--- src/rtl/div_pkg.sv ---
// Shared definitions for the iterative signed divider: FSM state encoding,
// default operand width and the iteration counter sizing.
package div_pkg;

  localparam int DIV_WIDTH = 8;

  typedef enum logic [1:0] {
    ST_IDLE = 2'd0,
    ST_CALC = 2'd1,
    ST_FIX  = 2'd2
  } state_t;

  function automatic int cnt_w(input int width);
    return (width > 1) ? $clog2(width) : 1;
  endfunction

  localparam int CNT_W = cnt_w(DIV_WIDTH);

endpackage

--- src/rtl/div_step.sv ---
// One restoring shift-subtract iteration: shifts {P,A} left by one and
// keeps the trial difference when it does not go negative.
module div_step
  import div_pkg::*;
#(
  parameter int WIDTH = DIV_WIDTH
) (
  input  logic [WIDTH:0]   p_in,
  input  logic [WIDTH-1:0] a_in,
  input  logic [WIDTH:0]   ymag,
  output logic [WIDTH:0]   p_out,
  output logic [WIDTH-1:0] a_out
);

  logic [WIDTH:0]   p_sh;
  logic [WIDTH:0]   trial;
  logic [WIDTH-1:0] a_sh;
  logic             unused_p_msb;

  // P stays below |y| <= 2^(WIDTH-1), so its top bit is always clear.
  assign unused_p_msb = p_in[WIDTH];

  always_comb begin
    p_sh  = {p_in[WIDTH-1:0], a_in[WIDTH-1]};
    a_sh  = {a_in[WIDTH-2:0], 1'b0};
    trial = p_sh - ymag;
    if (!trial[WIDTH]) begin
      p_out = trial;
      a_out = {a_sh[WIDTH-1:1], 1'b1};
    end else begin
      p_out = p_sh;
      a_out = a_sh;
    end
  end

endmodule

--- src/rtl/div_8bit_seq.sv ---
// Iterative signed divider (restoring, one quotient bit per clock) with a
// start/busy/done handshake; quotient truncates toward zero.
module div_8bit_seq
  import div_pkg::*;
#(
  parameter int WIDTH = DIV_WIDTH
) (
  input  logic             clk,
  input  logic             rst_n,
  input  logic             start,
  input  logic [WIDTH-1:0] x,
  input  logic [WIDTH-1:0] y,
  output logic             busy,
  output logic             done,
  output logic [WIDTH-1:0] r_q,
  output logic [WIDTH-1:0] r_r,
  output logic             of,
  output logic             dz
);

  // The default width reuses the package counter size; other widths derive their own.
  localparam int CW = (WIDTH == DIV_WIDTH) ? CNT_W : cnt_w(WIDTH);
  localparam logic [WIDTH-1:0] MIN_VAL = {1'b1, {(WIDTH-1){1'b0}}};

  state_t           state_q, state_d;
  logic [CW-1:0]    cnt_q, cnt_d;
  logic [WIDTH:0]   p_q, p_d;
  logic [WIDTH:0]   ymag_q, ymag_d;
  logic [WIDTH-1:0] a_q, a_d;
  logic             sign_quo_q, sign_quo_d;
  logic             sign_rem_q, sign_rem_d;
  logic             of_pend_q, of_pend_d;
  logic             dz_pend_q, dz_pend_d;
  logic [WIDTH-1:0] quo_q, quo_d;
  logic [WIDTH-1:0] rem_q, rem_d;
  logic             of_q, of_d;
  logic             dz_q, dz_d;
  logic             done_q, done_d;

  logic [WIDTH:0]   p_step;
  logic [WIDTH-1:0] a_step;
  logic [WIDTH-1:0] x_abs;
  logic [WIDTH-1:0] y_abs;
  logic [WIDTH-1:0] quo_fix;
  logic [WIDTH-1:0] rem_fix;
  logic             of_in;
  logic             dz_in;
  logic             cnt_last;

  div_step #(.WIDTH(WIDTH)) u_step (
    .p_in  (p_q),
    .a_in  (a_q),
    .ymag  (ymag_q),
    .p_out (p_step),
    .a_out (a_step)
  );

  // -2^(WIDTH-1) negates to itself, which reads correctly as an unsigned magnitude.
  assign x_abs    = x[WIDTH-1] ? -x : x;
  assign y_abs    = y[WIDTH-1] ? -y : y;
  assign of_in    = (x == MIN_VAL) && (&y);
  assign dz_in    = ~|y;
  assign cnt_last = (cnt_q == CW'(WIDTH-1));
  assign quo_fix  = sign_quo_q ? -a_q : a_q;
  assign rem_fix  = sign_rem_q ? -p_q[WIDTH-1:0] : p_q[WIDTH-1:0];

  always_comb begin
    state_d    = state_q;
    cnt_d      = cnt_q;
    p_d        = p_q;
    a_d        = a_q;
    ymag_d     = ymag_q;
    sign_quo_d = sign_quo_q;
    sign_rem_d = sign_rem_q;
    of_pend_d  = of_pend_q;
    dz_pend_d  = dz_pend_q;
    quo_d      = quo_q;
    rem_d      = rem_q;
    of_d       = of_q;
    dz_d       = dz_q;
    done_d     = 1'b0;

    case (state_q)
      ST_IDLE: begin
        if (start) begin
          a_d        = x_abs;
          ymag_d     = {1'b0, y_abs};
          p_d        = '0;
          cnt_d      = '0;
          sign_quo_d = x[WIDTH-1] ^ y[WIDTH-1];
          sign_rem_d = x[WIDTH-1];
          of_pend_d  = of_in;
          dz_pend_d  = dz_in;
          state_d    = ST_CALC;
        end
      end
      ST_CALC: begin
        p_d   = p_step;
        a_d   = a_step;
        cnt_d = cnt_q + CW'(1);
        if (cnt_last) begin
          state_d = ST_FIX;
        end
      end
      ST_FIX: begin
        done_d  = 1'b1;
        of_d    = of_pend_q;
        dz_d    = dz_pend_q;
        state_d = ST_IDLE;
        // A zero divisor leaves |x| in P, so the signed fix-up reproduces x.
        if (dz_pend_q) begin
          quo_d = '1;
          rem_d = rem_fix;
        end else if (of_pend_q) begin
          quo_d = MIN_VAL;
          rem_d = '0;
        end else begin
          quo_d = quo_fix;
          rem_d = rem_fix;
        end
      end
      default: begin
        state_d = ST_IDLE;
      end
    endcase
  end

  always_ff @(posedge clk or negedge rst_n) begin
    if (!rst_n) begin
      state_q    <= ST_IDLE;
      cnt_q      <= '0;
      p_q        <= '0;
      a_q        <= '0;
      ymag_q     <= '0;
      sign_quo_q <= 1'b0;
      sign_rem_q <= 1'b0;
      of_pend_q  <= 1'b0;
      dz_pend_q  <= 1'b0;
      quo_q      <= '0;
      rem_q      <= '0;
      of_q       <= 1'b0;
      dz_q       <= 1'b0;
      done_q     <= 1'b0;
    end else begin
      state_q    <= state_d;
      cnt_q      <= cnt_d;
      p_q        <= p_d;
      a_q        <= a_d;
      ymag_q     <= ymag_d;
      sign_quo_q <= sign_quo_d;
      sign_rem_q <= sign_rem_d;
      of_pend_q  <= of_pend_d;
      dz_pend_q  <= dz_pend_d;
      quo_q      <= quo_d;
      rem_q      <= rem_d;
      of_q       <= of_d;
      dz_q       <= dz_d;
      done_q     <= done_d;
    end
  end

  assign busy = (state_q != ST_IDLE);
  assign done = done_q;
  assign r_q  = quo_q;
  assign r_r  = rem_q;
  assign of   = of_q;
  assign dz   = dz_q;

endmodule

--- config.mk ---
export PLATFORM = sky130hd
export DESIGN_NAME = div_8bit_seq
export DESIGN_NICKNAME = d
export VERILOG_FILES = /design/src/rtl/div_pkg.sv /design/src/rtl/div_step.sv /design/src/rtl/div_8bit_seq.sv
export SDC_FILE = /design/constraint.sdc
export NUM_CORES = 1
export LEC_CHECK = 0
export ABC_AREA = 1
export BUFFER_PORTS_ARGS = -buffer_cell sky130_fd_sc_hd__buf_4
export CAP_MARGIN = 10
export CORE_ASPECT_RATIO = 1.25
export CORE_MARGIN = 4
export CORE_UTILIZATION = 53
export DETAILED_ROUTE_END_ITERATION = 10
export HOLD_SLACK_MARGIN = 0.12
export PLACE_DENSITY_LB_ADDON = 0.05
export SLEW_MARGIN = 20
export SYNTH_ARGS = -nofsm -noshare
export SYNTH_HDL_FRONTEND = slang
export SYNTH_SLANG_ARGS = --single-unit
--- constraint.sdc ---
create_clock -name clk -period 2.5 [get_ports clk]
set_clock_uncertainty 0.1 [all_clocks]
set_input_delay 0.375 -clock clk [delete_from_list [all_inputs] [get_ports clk]]
set_output_delay 0.375 -clock clk [all_outputs]
set_load 0.005 [all_outputs]
==> out/qor.csv, run 1 <==
stage;metric;value;unit
clocking;cts_buffers;5;
grt;grt_pass1_wl;12.08;mm
synthesis;ys_ff_latch;52;
power;peakVddDrop;0.0005134;V
synthesis;synth-edff-count;0;
grt;antenna_found_initial;0;
setup_path;rr_worst_depth;12;
synthesis;synth_seq_area_share;40.45;%
die;core;5857;um2
layout;layout_commonest_cell;nand2_1;
setup_path;reg2reg_to;p_q[3]$_DFFE_PN0P_;
placement;post-place-ws;410.7;ps
routing;wl_per_cell;12.98;um
layout;syn_to_final_growth;14.20;%
die;rows;31;
layout;final_nets;489;
setup_path;cp_data_required_time;2620;ps
layout;n_fill_cell;554;
synthesis;synth_top_flop_cell;dfrtp_1;
timing;slew_headroom;57.14;%
die;fp.dieW;77.68;um
timing;tightest_slew;642.8;ps
layout;multi_input_area;1624;um2
clocking;clk_path_buf_depth;2;
layout;final_cell_mix;104 x nand2_1, 59 x inv_1, 52 x dfrtp_1, 39 x o21ai_0, 39 x buf_4;
clocking;cts_root_buf;clkbuf_8;
layout;post-route-util;62.72;%
setup_path;cp-end-kind;register;
synthesis;synth_cell_types;32;
clocking;clk_pin_slew;110;ps
grt;grt_overflow;0;
die;die_y;95.11;um
setup_path;crit_top_cell;nand3_2;
timing;fmax;0.4722;GHz
timing;fin_hold_ws;263.2;ps
clocking;ctsHoldBuffers;1;
setup_path;path_cells;inv_1 > ha_1 > inv_1 > fa_1 > nand3_2 > nand3_2 > nand2_4 > nand3_2 > nand2_4 > nand2_1 > nand3_1 > nand2_1;
layout;instances_no_fill;537;
flow_run;maxCapViolCount;0;
setup_path;crit_path_top_delay_cell;fa_1;
hold_path;hold_path.class;input port to register;
placement;dp_cells;528;
die;fp.dieArea;7388;um2
grt;busiest_layer;met2;
grt;met2_usage;37.71;%
routing;dr_total_vias;2777;
power;p_per_area;1340;nW/um2
timing;rsz0062_at_grt;false;
timing;fin_ws;382.3;ps
routing;dr.pass1.iters;4;
grt;grt_pass1_vias;2634;
layout;drive_above_1_share;15.82;%
timing;fin_crit;2118;ps
timing;finalHoldViolCount;0;
grt;grt_max_degree;53;
timing;finalSetupTns;0;ps
synthesis;async_flop_share;100.0;%
timing;finalCritPeriodShare;84.71;%
setup_path;r2r_slack;380;ps
die;ios;39;
routing;routed_wirelength;6.971;mm
setup_path;cp_slowest_stage_delay;410;ps
routing;post-route-drc-count;0;
setup_path;cp_num_buf_inv;2;
synthesis;synth_cells;414;
clocking;insertion_delay;310;ps
routing;drtIter0Drc;108;
grt;grt_usage;20.26;%
placement;place.gp.congestion;0.8735;
layout;seqCellArea;1301;um2
routing;drt-vias-per-instance;5.171;
setup_path;regToRegStartpoint;a_q[7]$_DFFE_PN0P_;
grt;grtUsageMet3;2.552;%
die;initial_core_util;54.92;%
timing;finalSetupViolCount;0;
synthesis;syn_area_per_cell;7.770;um2
clocking;cts_max_level;2;
timing;slew_violations;0;
layout;num_antenna_cells;0;
setup_path;worstPathArrival;2230;ps
hold_path;whs_path_depth;3;
clocking;cts_tree;done;
grt;grtUsageMet1;24.77;%
setup_path;crit_family;simple AND/OR/NAND/NOR gates;
hold_path;min_to;a_q[5]$_DFFE_PN0P_;
hold_path;min_from;x[5];
setup_path;worstSetupPathType;register to register;
clocking;cts_resized;0;
clocking;clock-sinks;52;
placement;portBuffers;38;
synthesis;synth_area;3217;um2
setup_path;cp.depth;12;
placement;dp_hpwl;5.444;mm
setup_path;startpoint_type;register;
synthesis;synth_warnings;0;
routing;ant_nets;0;
setup_path;path_max_fanout;5;
synthesis;synthesis.nets;449;
clocking;cts_setup_buffers;0;
power;p_leak;0.001910;uW
status;outcome;complete, no violations;
-- worst max-delay path by stage --
stage,end,from,slack [ps]
final,p_q[3]$_DFFE_PN0P_,a_q[7]$_DFFE_PN0P_,380
after global routing,p_q[4]$_DFFE_PN0P_,a_q[7]$_DFFE_PN0P_,250
after CTS,p_q[0]$_DFFE_PN0P_,a_q[7]$_DFFE_PN0P_,390
after floorplan,p_q[3]$_DFFE_PN0P_,a_q[7]$_DFFE_PN0P_,580
after detailed placement,p_q[3]$_DFFE_PN0P_,a_q[7]$_DFFE_PN0P_,410
after global placement,p_q[3]$_DFFE_PN0P_,a_q[7]$_DFFE_PN0P_,480
-- metal layers --
metal	vias up	wire length, um
met5	-	0
met4	0	82
met3	7	230
met2	53	3612
met1	1293	3045
li1	1424	-
-- cell usage after synthesis (2+ instances only) --
cell type,n,share of area [%]
a21oi_1,7,1.1
a22o_1,2,0.54
a22oi_1,4,0.93
a31oi_1,2,0.39
buf_2,5,0.78
dfrtp_1,52,40
ha_1,15,5.8
inv_1,59,6.9
inv_2,7,0.82
nand2_1,104,12
nand2_2,5,0.97
nand2_4,6,2.1
nand3_1,32,5.0
nand3_2,4,1.2
nand3b_1,2,0.47
nand4_1,8,1.6
nor2_1,23,2.7
nor2_2,2,0.39
o211ai_1,3,0.70
o21ai_0,39,6.1
o221ai_1,3,0.82
o22ai_1,4,0.78
xor2_1,17,4.6
-- flip-flops by register name, summed over array words and instances, names as in the netlist --
register,cells
a_q,8
p_q,8
r_q,8
r_r,8
ymag_q,8
cnt_q,3
state_q,2
done,1
dz,1
dz_pend_q,1
of,1
of_pend_q,1
sign_quo_q,1
sign_rem_q,1
-- tightest hold or removal path: stages --
cell and delay, ps:
buf_4 90, xor2_1 50, o21ai_0 130
-- cell type report --
type | instances | share of cell area [%]
Clock buffer | 5 | 1.873
Clock inverter | 3 | 0.7153
Inverter | 66 | 6.744
Multi-Input combinational cell | 289 | 44.21
Sequential cell | 52 | 35.42
Tap cell | 82 | 2.793
Timing Repair Buffer | 40 | 8.243
-- logic make-up (layout without fill, tap and decap cells) --
logic type               after synthesis  in the layout  synth area share (%)
flip-flops                            52             52                 40.45
XOR/XNOR                              18             18                 4.901
buffers and inverters                 73            114                 9.063
AND/OR/NAND/NOR                      187            187                 26.68
AO/OA/AOI/OAI                         68             68                 12.45
adder cells (fa/ha/maj)               16             16                 6.457
-- power breakdown --
| group | switching [uW] | internal (uW) | total, uW |
|---|---|---|---|
| Combinational | 1710 | 1170 | 2880 |
| Clock | 303 | 204 | 507 |
| Sequential | 313 | 1220 | 1540 |
-- stage by stage --
stage                     total power, uW  area, um2
final                                4922       3674
after global routing                 5451       3674
after CTS                            4962       3674
after detailed placement             4444       3568
after global placement               4374       3568
after floorplan                      3691       3217
Power figures use the tool's default switching activity.
==> run 2, diff against run 1 <==
- clock period: 2.5 -> 1.9 ns (I/O delays scaled with it)
==> out/qor.csv, run 2 (same netlist as run 1, synthesis figures left out) <==
stage;metric;value;unit;change
power;p_switching;3221;uW;was 2331 uW
setup_path;crit_path_top_delay_cell;dfrtp_1;;was fa_1
clocking;insertion_delay;310;ps;about the same
setup_path;startpoint_type;register;;unchanged
timing;fin_ws;0.2485;ps;was 382.3 ps
layout;multi_input_area;1699;um2;was 1624 um2
placement;dp_hpwl;5.387;mm;was 5.444 mm
routing;wl_per_cell;12.60;um;was 12.98 um
clocking;clk_pin_slew;100;ps;was 110 ps
routing;ant_nets;0;;unchanged
die;initial_core_util;54.92;%;unchanged
clocking;clock-sinks;52;;unchanged
die;core;5857;um2;unchanged
placement;portBuffers;38;;unchanged
layout;final_area;3836;um2;was 3674 um2
grt;grt_pass1_vias;2671;;was 2,634
timing;finalHoldViolCount;0;;unchanged
routing;dr_total_vias;2725;;was 2,777
layout;final_cell_mix;102 x nand2_1, 57 x inv_1, 52 x dfrtp_1, 48 x buf_4, 39 x o21ai_0;;was 104 x nand2_1, 59 x inv_1, 52 x dfrtp_1, 39 x o21ai_0, 39 x buf_4
die;fp.dieW;77.68;um;unchanged
flow_run;maxCapViolCount;0;;unchanged
timing;tightest_slew;645.1;ps;was 642.8 ps
setup_path;path_cells;inv_2 > ha_4 > inv_2 > fa_2 > nand3_4 > nand3_4 > nand2_4 > nand2_4 > nand2_4 > nand3_1 > nand3_1 > nand2_1;;was inv_1 > ha_1 > inv_1 > fa_1 > nand3_2 > nand3_2 > nand2_4 > nand3_2 > nand2_4 > nand2_1 > nand3_1 > nand2_1
die;die_y;95.11;um;unchanged
grt;grt_overflow;0;;unchanged
power;power_frac_clock;11.3;%;was 10.3%
setup_path;cp_num_buf_inv;2;;unchanged
timing;rsz0062_at_grt;true;;was false
setup_path;cp_data_required_time;2020;ps;was 2620 ps
power;finalPower;6994;uW;was 4922 uW
setup_path;cp_slowest_stage_delay;400;ps;was 410 ps
timing;fin_crit;1900;ps;was 2118 ps
setup_path;crit_family;simple AND/OR/NAND/NOR gates;;unchanged
power;p_leak;0.001985;uW;was 0.001910 uW
layout;seqCellArea;1301;um2;unchanged
die;fp.dieArea;7388;um2;unchanged
grt;grt_usage;20.72;%;was 20.26%
power;p_per_area;1823;nW/um2;was 1340 nW/um2
setup_path;worstSetupPathType;register to register;;unchanged
die;rows;31;;unchanged
timing;slew_headroom;56.99;%;was 57.14%
power;peakVddDrop;0.0006627;V;was 0.0005134 V
routing;drt-vias-per-instance;4.991;;was 5.171
timing;finalCritPeriodShare;99.99;%;was 84.71%
clocking;cts_tree;done;;unchanged
routing;routed_wirelength;6.880;mm;was 6.971 mm
clocking;cts_root_buf;clkbuf_8;;unchanged
layout;num_antenna_cells;0;;unchanged
timing;fmax;0.5264;GHz;was 0.4722 GHz
power;p_int;3774;uW;was 2591 uW
layout;n_fill_cell;531;;was 554
placement;place.gp.congestion;0.8528;;was 0.8735
setup_path;path_max_fanout;5;;unchanged
die;ios;39;;unchanged
power;switching_share;46.05;%;was 47.36%
routing;drtIter0Drc;157;;was 108
timing;slew_violations;0;;unchanged
layout;layout_commonest_cell;nand2_1;;unchanged
grt;antenna_found_initial;0;;unchanged
status;outcome;complete, no violations;;unchanged
setup_path;worstPathArrival;2020;ps;was 2230 ps
timing;finalSetupViolCount;0;;unchanged
layout;final_nets;498;;was 489
clocking;clk_path_buf_depth;2;;unchanged
power;seqPwrFrac;28.4;%;was 31.2%
clocking;cts_max_level;2;;unchanged
power;power.share.combinational;60.2;%;was 58.5%
setup_path;crit_top_cell;nand2_4;;was nand3_2
setup_path;cp-end-kind;register;;unchanged
layout;drive_above_1_share;19.61;%;was 15.82%
layout;syn_to_final_growth;19.25;%;was 14.20%
grt;grt_pass1_wl;12.27;mm;was 12.08 mm
placement;post-place-ws;-4.142;ps;was 410.7 ps
clocking;cts_buffers;5;;unchanged
grt;grt_max_degree;53;;unchanged
hold_path;hold_path.class;input port to register;;unchanged
routing;dr.pass1.iters;4;;unchanged
routing;post-route-drc-count;0;;unchanged
placement;placed_area;3638;um2;was 3568 um2
[run 2: final timing paths]
kind                                    start  slack, ps                     to  cells after the start
hold / removal                           x[2]        170     a_q[2]$_DFFE_PN0P_                      3
max in group asynchronous               rst_n        830  ymag_q[1]$_DFFE_PN0P_                      2
setup / recovery           a_q[7]$_DFFE_PN0P_        0.2     p_q[3]$_DFFE_PN0P_                     12
setup reg to reg           a_q[7]$_DFFE_PN0P_        0.2     p_q[3]$_DFFE_PN0P_                     12
hold reg to reg                dz$_DFFE_PN0P_        380         dz$_DFFE_PN0P_                      2
min in group asynchronous               rst_n        440     r_r[7]$_DFFE_PN0P_                      2
[run 2: power by group through the flow]
stage,clock network [uW],registers (uW),logic [uW]
2_1_floorplan,0,1930,2930
3_3_place_gp,0,1980,3940
3_5_place_dp,0,2000,4000
4_1_cts,808,1980,4060
5_1_grt,860,2060,4840
6_report,791,1990,4210
[run 2: area by class of cell]
class                           instances  area share (%)
Multi-Input combinational cell        289           44.29
Sequential cell                        52           33.92
Timing Repair Buffer                   49           9.654
Inverter                               66           6.458
Tap cell                               82           2.674
Clock buffer                            5           1.794
Clock inverter                          3           1.207
[run 2: what timing repair did]
item	CTS	global route
resized for setup	2	13
setup endpoints to repair	6	9
setup buffers	0	0
hold endpoints to repair	52	0
pin swaps	1	7
hold buffers	1	0
[run 2: metal layers]
layer | track usage, % | up-vias | routed length, um
met5 | 0 | - | 0
met4 | 5.045 | 0 | 99
met3 | 2.647 | 8 | 184
met2 | 36.57 | 41 | 3495
met1 | 27.03 | 1236 | 3100
li1 | - | 1440 | -
[run 2: stage by stage]
step	hold slack (ps)	util [%]	instances	TNS [ps]
3_5_place_dp	260.5	62.12	537	-4.142
5_1_grt	179.9	65.50	546	-806.4
2_1_floorplan	-110.6	-	414	0
4_1_cts	161.8	64.52	546	-1.949
3_3_place_gp	261.0	62.12	537	0
6_report	172.2	65.50	546	0
[run 2: worst register-to-register path, stage by stage (launching register included)]
cell     delay (ps)
dfrtp_1         400
inv_2            80
ha_4            120
inv_2            40
fa_2            380
nand3_4          80
nand3_4          80
nand2_4         120
nand2_4          70
nand2_4         100
nand3_1          90
nand3_1          90
nand2_1          50
